==> src/rtl/difftest_pkg.sv <==
// Shared types and decode constants for the difftest commit staging slice.
// Opcode/CSR encodings used by the skip decode, plus the event bundle.
package difftest_pkg;

  localparam logic [6:0] OP_LOAD   = 7'h03;
  localparam logic [6:0] OP_STORE  = 7'h23;
  localparam logic [6:0] OP_SYSTEM = 7'h73;
  localparam logic [6:0] OP_SKIP   = 7'h7b;

  localparam logic [11:0] CSR_MCYCLE = 12'hB00;

  typedef struct packed {
    logic [31:0] no;
    logic [63:0] pc;
    logic [31:0] inst;
  } evt_t;

  typedef enum logic {
    S_RUN  = 1'b0,
    S_HALT = 1'b1
  } state_t;

  function automatic logic is_mem_op(
    input logic [6:0] op
  );
    return (op == OP_LOAD) || (op == OP_STORE);
  endfunction

endpackage

==> src/rtl/difftest_commit_stage_if.sv <==
// Writeback-to-difftest bundle: retire slots and irq in, commit
// records, trap, counters and arch event out.
interface difftest_commit_stage_if #(
  parameter int COMMIT_W = 2
);

  logic [COMMIT_W-1:0][63:0] in_pc;
  logic [COMMIT_W-1:0][31:0] in_inst;
  logic [COMMIT_W-1:0]       in_wen;
  logic [COMMIT_W-1:0][4:0]  in_wdest;
  logic [COMMIT_W-1:0][63:0] in_wdata;
  logic [COMMIT_W-1:0][63:0] in_mem_addr;
  logic [63:0]               in_a0;
  logic                      irq_take;
  logic [31:0]               irq_no;
  logic [63:0]               irq_pc;
  logic [31:0]               irq_inst;

  logic [COMMIT_W-1:0]       cmt_valid;
  logic [COMMIT_W-1:0][63:0] cmt_pc;
  logic [COMMIT_W-1:0][31:0] cmt_inst;
  logic [COMMIT_W-1:0]       cmt_skip;
  logic [COMMIT_W-1:0]       cmt_wen;
  logic [COMMIT_W-1:0][7:0]  cmt_wdest;
  logic [COMMIT_W-1:0][63:0] cmt_wdata;
  logic                      trap_valid;
  logic [7:0]                trap_code;
  logic [63:0]               trap_pc;
  logic [63:0]               cycle_cnt;
  logic [63:0]               instr_cnt;
  logic [31:0]               evt_intr_no;
  logic [63:0]               evt_pc;
  logic [31:0]               evt_inst;

  modport master (
    output in_pc, in_inst, in_wen, in_wdest, in_wdata,
    output in_mem_addr, in_a0,
    output irq_take, irq_no, irq_pc, irq_inst,
    input  cmt_valid, cmt_pc, cmt_inst, cmt_skip,
    input  cmt_wen, cmt_wdest, cmt_wdata,
    input  trap_valid, trap_code, trap_pc,
    input  cycle_cnt, instr_cnt,
    input  evt_intr_no, evt_pc, evt_inst
  );

  modport slave (
    input  in_pc, in_inst, in_wen, in_wdest, in_wdata,
    input  in_mem_addr, in_a0,
    input  irq_take, irq_no, irq_pc, irq_inst,
    output cmt_valid, cmt_pc, cmt_inst, cmt_skip,
    output cmt_wen, cmt_wdest, cmt_wdata,
    output trap_valid, trap_code, trap_pc,
    output cycle_cnt, instr_cnt,
    output evt_intr_no, evt_pc, evt_inst
  );

endinterface

==> src/rtl/evt_delay_line.sv <==
// Enable-gated shift register with async active-low clear.
// Stage 0 takes i_d; o_q is the last stage.
module evt_delay_line #(
  parameter int DEPTH = 3,
  parameter int W     = 8
) (
  input  logic         clk,
  input  logic         rst_n,
  input  logic         i_en,
  input  logic [W-1:0] i_d,
  output logic [W-1:0] o_q
);

  logic [DEPTH-1:0][W-1:0] r_q;

  always_ff @(posedge clk or negedge rst_n) begin
    if (!rst_n) begin
      r_q <= '0;
    end else if (i_en) begin
      r_q[0] <= i_d;
      for (int i = 1; i < DEPTH; i++) begin
        r_q[i] <= r_q[i-1];
      end
    end
  end

  assign o_q = r_q[DEPTH-1];

endmodule

==> src/rtl/difftest_commit_stage.sv <==
// Difftest commit staging: live/dup filtering, skip flags, trap
// detection, counters and a delayed interrupt event line.
module difftest_commit_stage
  import difftest_pkg::*;
#(
  parameter int          COMMIT_W  = 2,
  parameter int          EVT_DELAY = 3,
  parameter logic [31:0] TRAP_INST = 32'h0000006b,
  parameter logic [63:0] MMIO_BASE = 64'h80000000
) (
  input logic                    clock,
  input logic                    reset,
  difftest_commit_stage_if.slave io
);

  state_t r_state;
  state_t w_state_nxt;
  logic   w_run;

  evt_t w_evt_in;
  evt_t w_evt_tap;
  logic w_evt_hot;

  logic [COMMIT_W-1:0] w_cand;
  logic [COMMIT_W-1:0] w_trap_hit;
  logic [COMMIT_W-1:0] w_skip;
  logic [COMMIT_W-1:0] w_live;
  logic                w_blk;
  logic                w_trap;
  logic [63:0]         w_trap_pc;
  logic [63:0]         w_last_nxt;
  logic [7:0]          w_pop;

  logic [COMMIT_W-1:0]       r_cmt_valid;
  logic [COMMIT_W-1:0][63:0] r_cmt_pc;
  logic [COMMIT_W-1:0][31:0] r_cmt_inst;
  logic [COMMIT_W-1:0]       r_cmt_skip;
  logic [COMMIT_W-1:0]       r_cmt_wen;
  logic [COMMIT_W-1:0][7:0]  r_cmt_wdest;
  logic [COMMIT_W-1:0][63:0] r_cmt_wdata;
  logic                      r_trap_valid;
  logic [7:0]                r_trap_code;
  logic [63:0]               r_trap_pc;
  logic [63:0]               r_cycle;
  logic [63:0]               r_instr;
  logic [63:0]               r_last_pc;

  assign w_run = (r_state == S_RUN);

  assign w_evt_in = io.irq_take
    ? '{no: io.irq_no, pc: io.irq_pc, inst: io.irq_inst}
    : '0;

  evt_delay_line #(
    .DEPTH (EVT_DELAY),
    .W     ($bits(evt_t))
  ) u_evt (
    .clk   (clock),
    .rst_n (reset),
    .i_en  (w_run),
    .i_d   (w_evt_in),
    .o_q   (w_evt_tap)
  );

  assign w_evt_hot = (w_evt_tap.no != 32'd0);

  for (genvar k = 0; k < COMMIT_W; k++) begin : g_ch
    logic [6:0] w_op;
    logic       w_mmio;
    assign w_op   = io.in_inst[k][6:0];
    assign w_mmio = io.in_mem_addr[k] < MMIO_BASE;
    assign w_cand[k] = (io.in_inst[k] != 32'd0)
                    && (io.in_pc[k] != r_last_pc);
    assign w_trap_hit[k] = w_cand[k]
                        && (io.in_inst[k] == TRAP_INST);
    assign w_skip[k] = (w_op == OP_SKIP)
      || ((w_op == OP_SYSTEM)
          && (io.in_inst[k][31:20] == CSR_MCYCLE))
      || (is_mem_op(w_op) && w_mmio)
      || w_evt_hot;
  end

  // A trap truncates the retire group: younger slots are dropped.
  always_comb begin
    w_live     = '0;
    w_blk      = 1'b0;
    w_trap     = 1'b0;
    w_trap_pc  = '0;
    w_last_nxt = r_last_pc;
    w_pop      = '0;
    for (int k = 0; k < COMMIT_W; k++) begin
      if (!w_blk) begin
        w_live[k] = w_cand[k];
        if (w_trap_hit[k]) begin
          w_blk     = 1'b1;
          w_trap    = 1'b1;
          w_trap_pc = io.in_pc[k];
        end
      end
      if (w_live[k]) begin
        w_last_nxt = io.in_pc[k];
        w_pop      = w_pop + 8'd1;
      end
    end
  end

  always_comb begin
    w_state_nxt = r_state;
    unique case (r_state)
      S_RUN:  if (w_trap) w_state_nxt = S_HALT;
      S_HALT: w_state_nxt = S_HALT;
      default: w_state_nxt = S_HALT;
    endcase
  end

  always_ff @(posedge clock or negedge reset) begin
    if (!reset) begin
      r_state <= S_RUN;
    end else begin
      r_state <= w_state_nxt;
    end
  end

  always_ff @(posedge clock or negedge reset) begin
    if (!reset) begin
      r_cmt_valid  <= '0;
      r_cmt_pc     <= '0;
      r_cmt_inst   <= '0;
      r_cmt_skip   <= '0;
      r_cmt_wen    <= '0;
      r_cmt_wdest  <= '0;
      r_cmt_wdata  <= '0;
      r_trap_valid <= 1'b0;
      r_trap_code  <= '0;
      r_trap_pc    <= '0;
      r_cycle      <= '0;
      r_instr      <= '0;
      r_last_pc    <= '0;
    end else if (w_run) begin
      r_cmt_valid <= w_evt_hot ? '0 : w_live;
      r_cmt_pc    <= io.in_pc;
      r_cmt_inst  <= io.in_inst;
      r_cmt_skip  <= w_skip;
      r_cmt_wen   <= io.in_wen;
      r_cmt_wdata <= io.in_wdata;
      for (int k = 0; k < COMMIT_W; k++) begin
        r_cmt_wdest[k] <= {3'b000, io.in_wdest[k]};
      end
      r_cycle   <= r_cycle + 64'd1;
      r_last_pc <= w_last_nxt;
      if (!w_evt_hot) begin
        r_instr <= r_instr + 64'(w_pop);
      end
      if (w_trap) begin
        r_trap_valid <= 1'b1;
        r_trap_code  <= io.in_a0[7:0];
        r_trap_pc    <= w_trap_pc;
      end
    end
  end

  assign io.cmt_valid   = r_cmt_valid;
  assign io.cmt_pc      = r_cmt_pc;
  assign io.cmt_inst    = r_cmt_inst;
  assign io.cmt_skip    = r_cmt_skip;
  assign io.cmt_wen     = r_cmt_wen;
  assign io.cmt_wdest   = r_cmt_wdest;
  assign io.cmt_wdata   = r_cmt_wdata;
  assign io.trap_valid  = r_trap_valid;
  assign io.trap_code   = r_trap_code;
  assign io.trap_pc     = r_trap_pc;
  assign io.cycle_cnt   = r_cycle;
  assign io.instr_cnt   = r_instr;
  assign io.evt_intr_no = w_evt_tap.no;
  assign io.evt_pc      = w_evt_tap.pc;
  assign io.evt_inst    = w_evt_tap.inst;

endmodule

==> src/flat_wrapper.sv <==
// flat-port wrapper written by rule: the top's interface ports become plain ports
module difftest_commit_stage_flat import difftest_pkg::*;
#(
  parameter int          COMMIT_W  = 2,
  parameter int          EVT_DELAY = 3,
  parameter logic [31:0] TRAP_INST = 32'h0000006b,
  parameter logic [63:0] MMIO_BASE = 64'h80000000
)
  (clock, reset, io_in_pc, io_in_inst, io_in_wen, io_in_wdest, io_in_wdata, io_in_mem_addr, io_in_a0, io_irq_take, io_irq_no, io_irq_pc, io_irq_inst, io_cmt_valid, io_cmt_pc, io_cmt_inst, io_cmt_skip, io_cmt_wen, io_cmt_wdest, io_cmt_wdata, io_trap_valid, io_trap_code, io_trap_pc, io_cycle_cnt, io_instr_cnt, io_evt_intr_no, io_evt_pc, io_evt_inst);
  difftest_commit_stage_if #(.COMMIT_W(COMMIT_W)) io_i ();
  input logic clock;
  input logic reset;
  input wire logic [$bits(io_i.in_pc)-1:0] io_in_pc;
  input wire logic [$bits(io_i.in_inst)-1:0] io_in_inst;
  input wire logic [$bits(io_i.in_wen)-1:0] io_in_wen;
  input wire logic [$bits(io_i.in_wdest)-1:0] io_in_wdest;
  input wire logic [$bits(io_i.in_wdata)-1:0] io_in_wdata;
  input wire logic [$bits(io_i.in_mem_addr)-1:0] io_in_mem_addr;
  input wire logic [$bits(io_i.in_a0)-1:0] io_in_a0;
  input wire logic [$bits(io_i.irq_take)-1:0] io_irq_take;
  input wire logic [$bits(io_i.irq_no)-1:0] io_irq_no;
  input wire logic [$bits(io_i.irq_pc)-1:0] io_irq_pc;
  input wire logic [$bits(io_i.irq_inst)-1:0] io_irq_inst;
  output wire logic [$bits(io_i.cmt_valid)-1:0] io_cmt_valid;
  output wire logic [$bits(io_i.cmt_pc)-1:0] io_cmt_pc;
  output wire logic [$bits(io_i.cmt_inst)-1:0] io_cmt_inst;
  output wire logic [$bits(io_i.cmt_skip)-1:0] io_cmt_skip;
  output wire logic [$bits(io_i.cmt_wen)-1:0] io_cmt_wen;
  output wire logic [$bits(io_i.cmt_wdest)-1:0] io_cmt_wdest;
  output wire logic [$bits(io_i.cmt_wdata)-1:0] io_cmt_wdata;
  output wire logic [$bits(io_i.trap_valid)-1:0] io_trap_valid;
  output wire logic [$bits(io_i.trap_code)-1:0] io_trap_code;
  output wire logic [$bits(io_i.trap_pc)-1:0] io_trap_pc;
  output wire logic [$bits(io_i.cycle_cnt)-1:0] io_cycle_cnt;
  output wire logic [$bits(io_i.instr_cnt)-1:0] io_instr_cnt;
  output wire logic [$bits(io_i.evt_intr_no)-1:0] io_evt_intr_no;
  output wire logic [$bits(io_i.evt_pc)-1:0] io_evt_pc;
  output wire logic [$bits(io_i.evt_inst)-1:0] io_evt_inst;
  assign io_i.in_pc = io_in_pc;
  assign io_i.in_inst = io_in_inst;
  assign io_i.in_wen = io_in_wen;
  assign io_i.in_wdest = io_in_wdest;
  assign io_i.in_wdata = io_in_wdata;
  assign io_i.in_mem_addr = io_in_mem_addr;
  assign io_i.in_a0 = io_in_a0;
  assign io_i.irq_take = io_irq_take;
  assign io_i.irq_no = io_irq_no;
  assign io_i.irq_pc = io_irq_pc;
  assign io_i.irq_inst = io_irq_inst;
  assign io_cmt_valid = io_i.cmt_valid;
  assign io_cmt_pc = io_i.cmt_pc;
  assign io_cmt_inst = io_i.cmt_inst;
  assign io_cmt_skip = io_i.cmt_skip;
  assign io_cmt_wen = io_i.cmt_wen;
  assign io_cmt_wdest = io_i.cmt_wdest;
  assign io_cmt_wdata = io_i.cmt_wdata;
  assign io_trap_valid = io_i.trap_valid;
  assign io_trap_code = io_i.trap_code;
  assign io_trap_pc = io_i.trap_pc;
  assign io_cycle_cnt = io_i.cycle_cnt;
  assign io_instr_cnt = io_i.instr_cnt;
  assign io_evt_intr_no = io_i.evt_intr_no;
  assign io_evt_pc = io_i.evt_pc;
  assign io_evt_inst = io_i.evt_inst;
  difftest_commit_stage #(.COMMIT_W(COMMIT_W), .EVT_DELAY(EVT_DELAY), .TRAP_INST(TRAP_INST), .MMIO_BASE(MMIO_BASE)) u_core (.clock(clock), .reset(reset), .io(io_i));
endmodule
==> config.mk <==
export PLATFORM = sky130hd
export DESIGN_NAME = difftest_commit_stage_flat
export DESIGN_NICKNAME = d
export VERILOG_FILES = /design/src/rtl/difftest_pkg.sv /design/src/rtl/difftest_commit_stage_if.sv /design/src/rtl/evt_delay_line.sv /design/src/rtl/difftest_commit_stage.sv /design/src/flat_wrapper.sv
export SDC_FILE = /design/constraint.sdc
export NUM_CORES = 1
export LEC_CHECK = 0
export CELL_PAD_IN_SITES_DETAIL_PLACEMENT = 1
export CELL_PAD_IN_SITES_GLOBAL_PLACEMENT = 1
export CORE_AREA = 8 8 512 514
export CTS_BUF_LIST = sky130_fd_sc_hd__clkbuf_8
export CTS_CLUSTER_DIAMETER = 50
export CTS_CLUSTER_SIZE = 25
export DETAILED_ROUTE_END_ITERATION = 6
export DIE_AREA = 0 0 520 522
export PLACE_DENSITY_LB_ADDON = 0.15
export SLEW_MARGIN = 20
export SYNTH_ARGS = -nofsm -noshare
export SYNTH_HDL_FRONTEND = slang
export SYNTH_SLANG_ARGS = --single-unit
==> constraint.sdc <==
create_clock -name clock -period 5.8 [get_ports clock]
set_clock_uncertainty 0.15 [all_clocks]
set_input_delay 0.58 -clock clock [delete_from_list [all_inputs] [get_ports clock]]
set_output_delay 0.58 -clock clock [all_outputs]
set_load 0.02 [all_outputs]
==> results.ini <==
[synthesis]
yosysWarnings=0
ys_top_cells_by_count=986 x dfrtp_1, 598 x mux2_2, 305 x nand2_1, 222 x xnor2_1, 166 x clkbuf_1
syn_inst=3313
synth.top_cell.area_share_pct=58.9
synth_top_area_cell=dfrtp_1
syn_area_per_cell_um2=12.6
synthMostInstantiatedCell=dfrtp_1
async_flop_share_pct=100
ys_ff_latch=986
synth.area.top_cells=dfrtp_1 59%, mux2_2 16%, xnor2_1 4.6%
ys_seq_area_share_pct=58.9
dominantRegCellSynth=dfrtp_1
synth_area_mm2=0.0419
synth_edf_count=0
synth_cell_type_count=43

[timing]
slew_headroom_pct=33.0
drv_slew=0
setup_violations=0
finalCriticalPeriod_ns=5.21
worst_hold_slack_ns=0.194
worst_pin_slew_ns=1.00
hold_viol=0
final.setup.tns_ns=0
period_share_pct=89.9
clock.fmax_mhz=192
rsz0062_at_grt=no

[finish]
nNetsFinal=5470
stdcell_count=8352
area_growth_pct=55.6
drive_gt1_share_pct=21.7
post-route-util_pct=25.7
multi_input_area_mm2=0.0155
seqCellArea_mm2=0.0247
design_area_mm2=0.0652
n_fill_cell=27982

[cts]
cts_root_buffer=clkbuf_8
post-cts-setup-buffer-count=0
cts_max_path_buffers=3
cts_tree=done
cts_sinks=986
htreeDepth=4
cts_buffers=181
cts.reportedPaths.clkPinSlew_ns=0.07
clock_latency_ns=0.94

[critical_path]
cp_num_buf_inv=3
cpPeakStageDelay_ns=0.65
worst_r2r_path_depth=16
critPathKind=flop to flop
rr_startpoint=u_core.r_last_pc[39]$_DFFE_PN0P_
setup.worst_path.end_class=flop
cp-start-kind=flop
cp_data_arrival_time_ns=5.88
worst-path-max-fanout=4
cpMaxStageDelayCell=or4_1
rr_endpoint=u_core.io.instr_cnt[62]$_DFFE_PN0P_
rrSetupSlack_ns=0.59
cp_top_family=simple AND/OR/NAND/NOR gates
startpoint=u_core.r_last_pc[39]$_DFFE_PN0P_
cp.required_ns=6.47
worstPathCellList=xnor2_1 > nand4_1 > nor4_1 > nand4_1 > buf_4 > a221oi_4 > ha_1 > ha_1 > inv_1 > fa_1 > or4_1 > nor3_4 > nand2_1 > buf_4 > nor2_1 > xnor2_1

[status]
outcome=complete, no violations

[power]
p_int_mw=13.1
max-vdd-ir-drop_uv=162
p_sw_mw=4.78
p_per_area_mw_per_mm2=274
clockPowerShare_pct=48.0
p_leak_nw=26.9
pwr-share-comb_pct=11.1
swShare_pct=26.7
seqPwrFrac_pct=41.0

[place]
dp_cells=7712
port_buffers=1201
placed_cell_area_mm2=0.0577
gp_congestion=0.797
dp_hpwl_mm=166

[detailed_routing]
drtIter0Drc=1280
routed_wirelength_mm=214
avgRoutedWirePerCell_um=25.6
vias=32560
drc=0
first_pass_iters=4
ant_nets=0
viasPerCell=3.90

[min_path]
whs_path_depth=2
min_from=io_in_inst[39]
hold_end=u_core.io.cmt_inst[39]$_DFFE_PN0N_
hp-class=input port to flop

[floorplanning]
pin_count=1326
dieArea_mm2=0.271
core_mm2=0.253
num_rows=185
start_util_pct=16.5
chipHeight_um=522
die_w_um=520

[global_routing]
grt_pass1_wl_mm=299
antenna_found_initial=68
grt_pass1_vias=36075
grt_max_degree=184
gr-total-overflow=0
grtUsageTotal_pct=15.4

[job]
max_cap_viol_count=0

==> worst max-delay path by stage <==
stage                                          end  slack (ns)  depth (start not counted)
6_report       u_core.io.instr_cnt[62]$_DFFE_PN0P_        0.59                         16
3_3_place_gp   u_core.io.instr_cnt[50]$_DFFE_PN0P_       -0.27                         18
5_1_grt        u_core.io.instr_cnt[62]$_DFFE_PN0P_        0.27                         16
3_5_place_dp   u_core.io.instr_cnt[62]$_DFFE_PN0P_       -0.25                         18
4_1_cts        u_core.io.instr_cnt[62]$_DFFE_PN0P_        0.48                         16
2_1_floorplan  u_core.io.instr_cnt[52]$_DFFE_PN0P_        1.36                         17
==> through the flow <==
step | total power, mW | setup WS (ns)
floorplan | 8.03 | 1.36
global placement | 9.29 | -0.274
detailed placement | 9.30 | -0.251
CTS | 18.4 | 0.484
global route | 18.7 | 0.274
finish | 17.9 | 0.585
==> state kept, by name, indices dropped and copies added, names as in the netlist <==
register / count
u_core.u_evt.r_q: 256
u_core.io.cmt_pc: 128
u_core.io.cmt_wdata: 128
u_core.u_evt.o_q: 128
u_core.io.cmt_inst: 64
u_core.io.cycle_cnt: 64
u_core.io.instr_cnt: 64
u_core.io.trap_pc: 64
u_core.r_last_pc: 64
u_core.io.cmt_wdest: 10
u_core.io.trap_code: 8
u_core.io.cmt_skip: 2
u_core.io.cmt_valid: 2
u_core.io.cmt_wen: 2
u_core.io.trap_valid: 1
u_core.r_state: 1
==> timing repair <==
action,CTS,global route
endpoints found under the hold margin,335,0
hold buffers,280,0
resized for setup,0,0
==> cell usage in the layout (no fill, tap or decap), drive strengths merged, types with 2 or more instances in the layout <==
cell type      Yosys  final
xnor2            222    222
a21oi             66     66
o21ai            128    128
buf              150    146
nand2b             2      2
nand2            305    305
nor4              45     45
inv               19     59
dfrtp            986    986
o2bb2ai           64     64
ha                 5      5
mux2i             64     64
mux2             598    598
clkinvlp           0     25
dlygate4sd3        0    280
and4              22     22
or3                7      7
clkdlybuf4s50      0   1199
clkinv             0     28
xor2              31     31
bufinv             0     34
conb               1      6
nor2             113    113
a32oi              2      2
nand3             52     52
a22o               2      2
and3              88     88
clkbuf           167    208
nand4             74     74
a41oi             64     64
o211ai             2      2
and2               6      6
diode              0     25
nor3              19     19
or4                2      2
==> kinds of logic after synthesis <==
group / after synthesis / synth area share, %
other cells: 1 / 0.00895
fa+ha+maj: 6 / 0.197
flops: 986 / 58.9
mux: 662 / 17.6
compound gates: 331 / 5.18
buf+inv: 336 / 4.28
simple gates: 738 / 8.55
xor+xnor: 253 / 5.29
==> worst reg2reg max path, delay by kind of cell, from the launching register on <==
family | cells | cell delay [ns]
AOI/OAI and AO/OA | 1 | 0.35
DFF | 1 | 0.41
buffers and inverters | 3 | 0.52
and+or+nand+nor | 7 | 2.22
xor gates and xnor gates | 2 | 0.66
adders and majority gates | 3 | 0.84
==> per-layer routing <==
metal	routed length, um	vias to the layer above	GRT usage [%]
li1	-	14636	-
met1	85800	16496	17.8
met2	103000	1069	26.1
met3	20100	305	6.72
met4	5130	54	3.77
met5	361	-	0
==> power groups by stage <==
stage                     logic, mW  clock network, mW  registers, mW
after detailed placement       1.85                  0           7.45
after global routing           2.12               9.24           7.36
after floorplan               0.479                  0           7.56
after CTS                      2.05               8.99           7.32
final                          1.98               8.57           7.32
after global placement         1.85                  0           7.44
==> area by class of cell <==
type                            count  area share, %
Clock inverter                    127           2.66
Multi-Input combinational cell   1996           23.8
Sequential cell                   986           37.9
Antenna cell                       25         0.0960
Inverter                           19          0.109
Timing Repair Buffer             1625           24.7
Clock buffer                      208           4.39
Tap cell                         3366           6.46
Note: power is estimated with default switching activity, not from simulation.
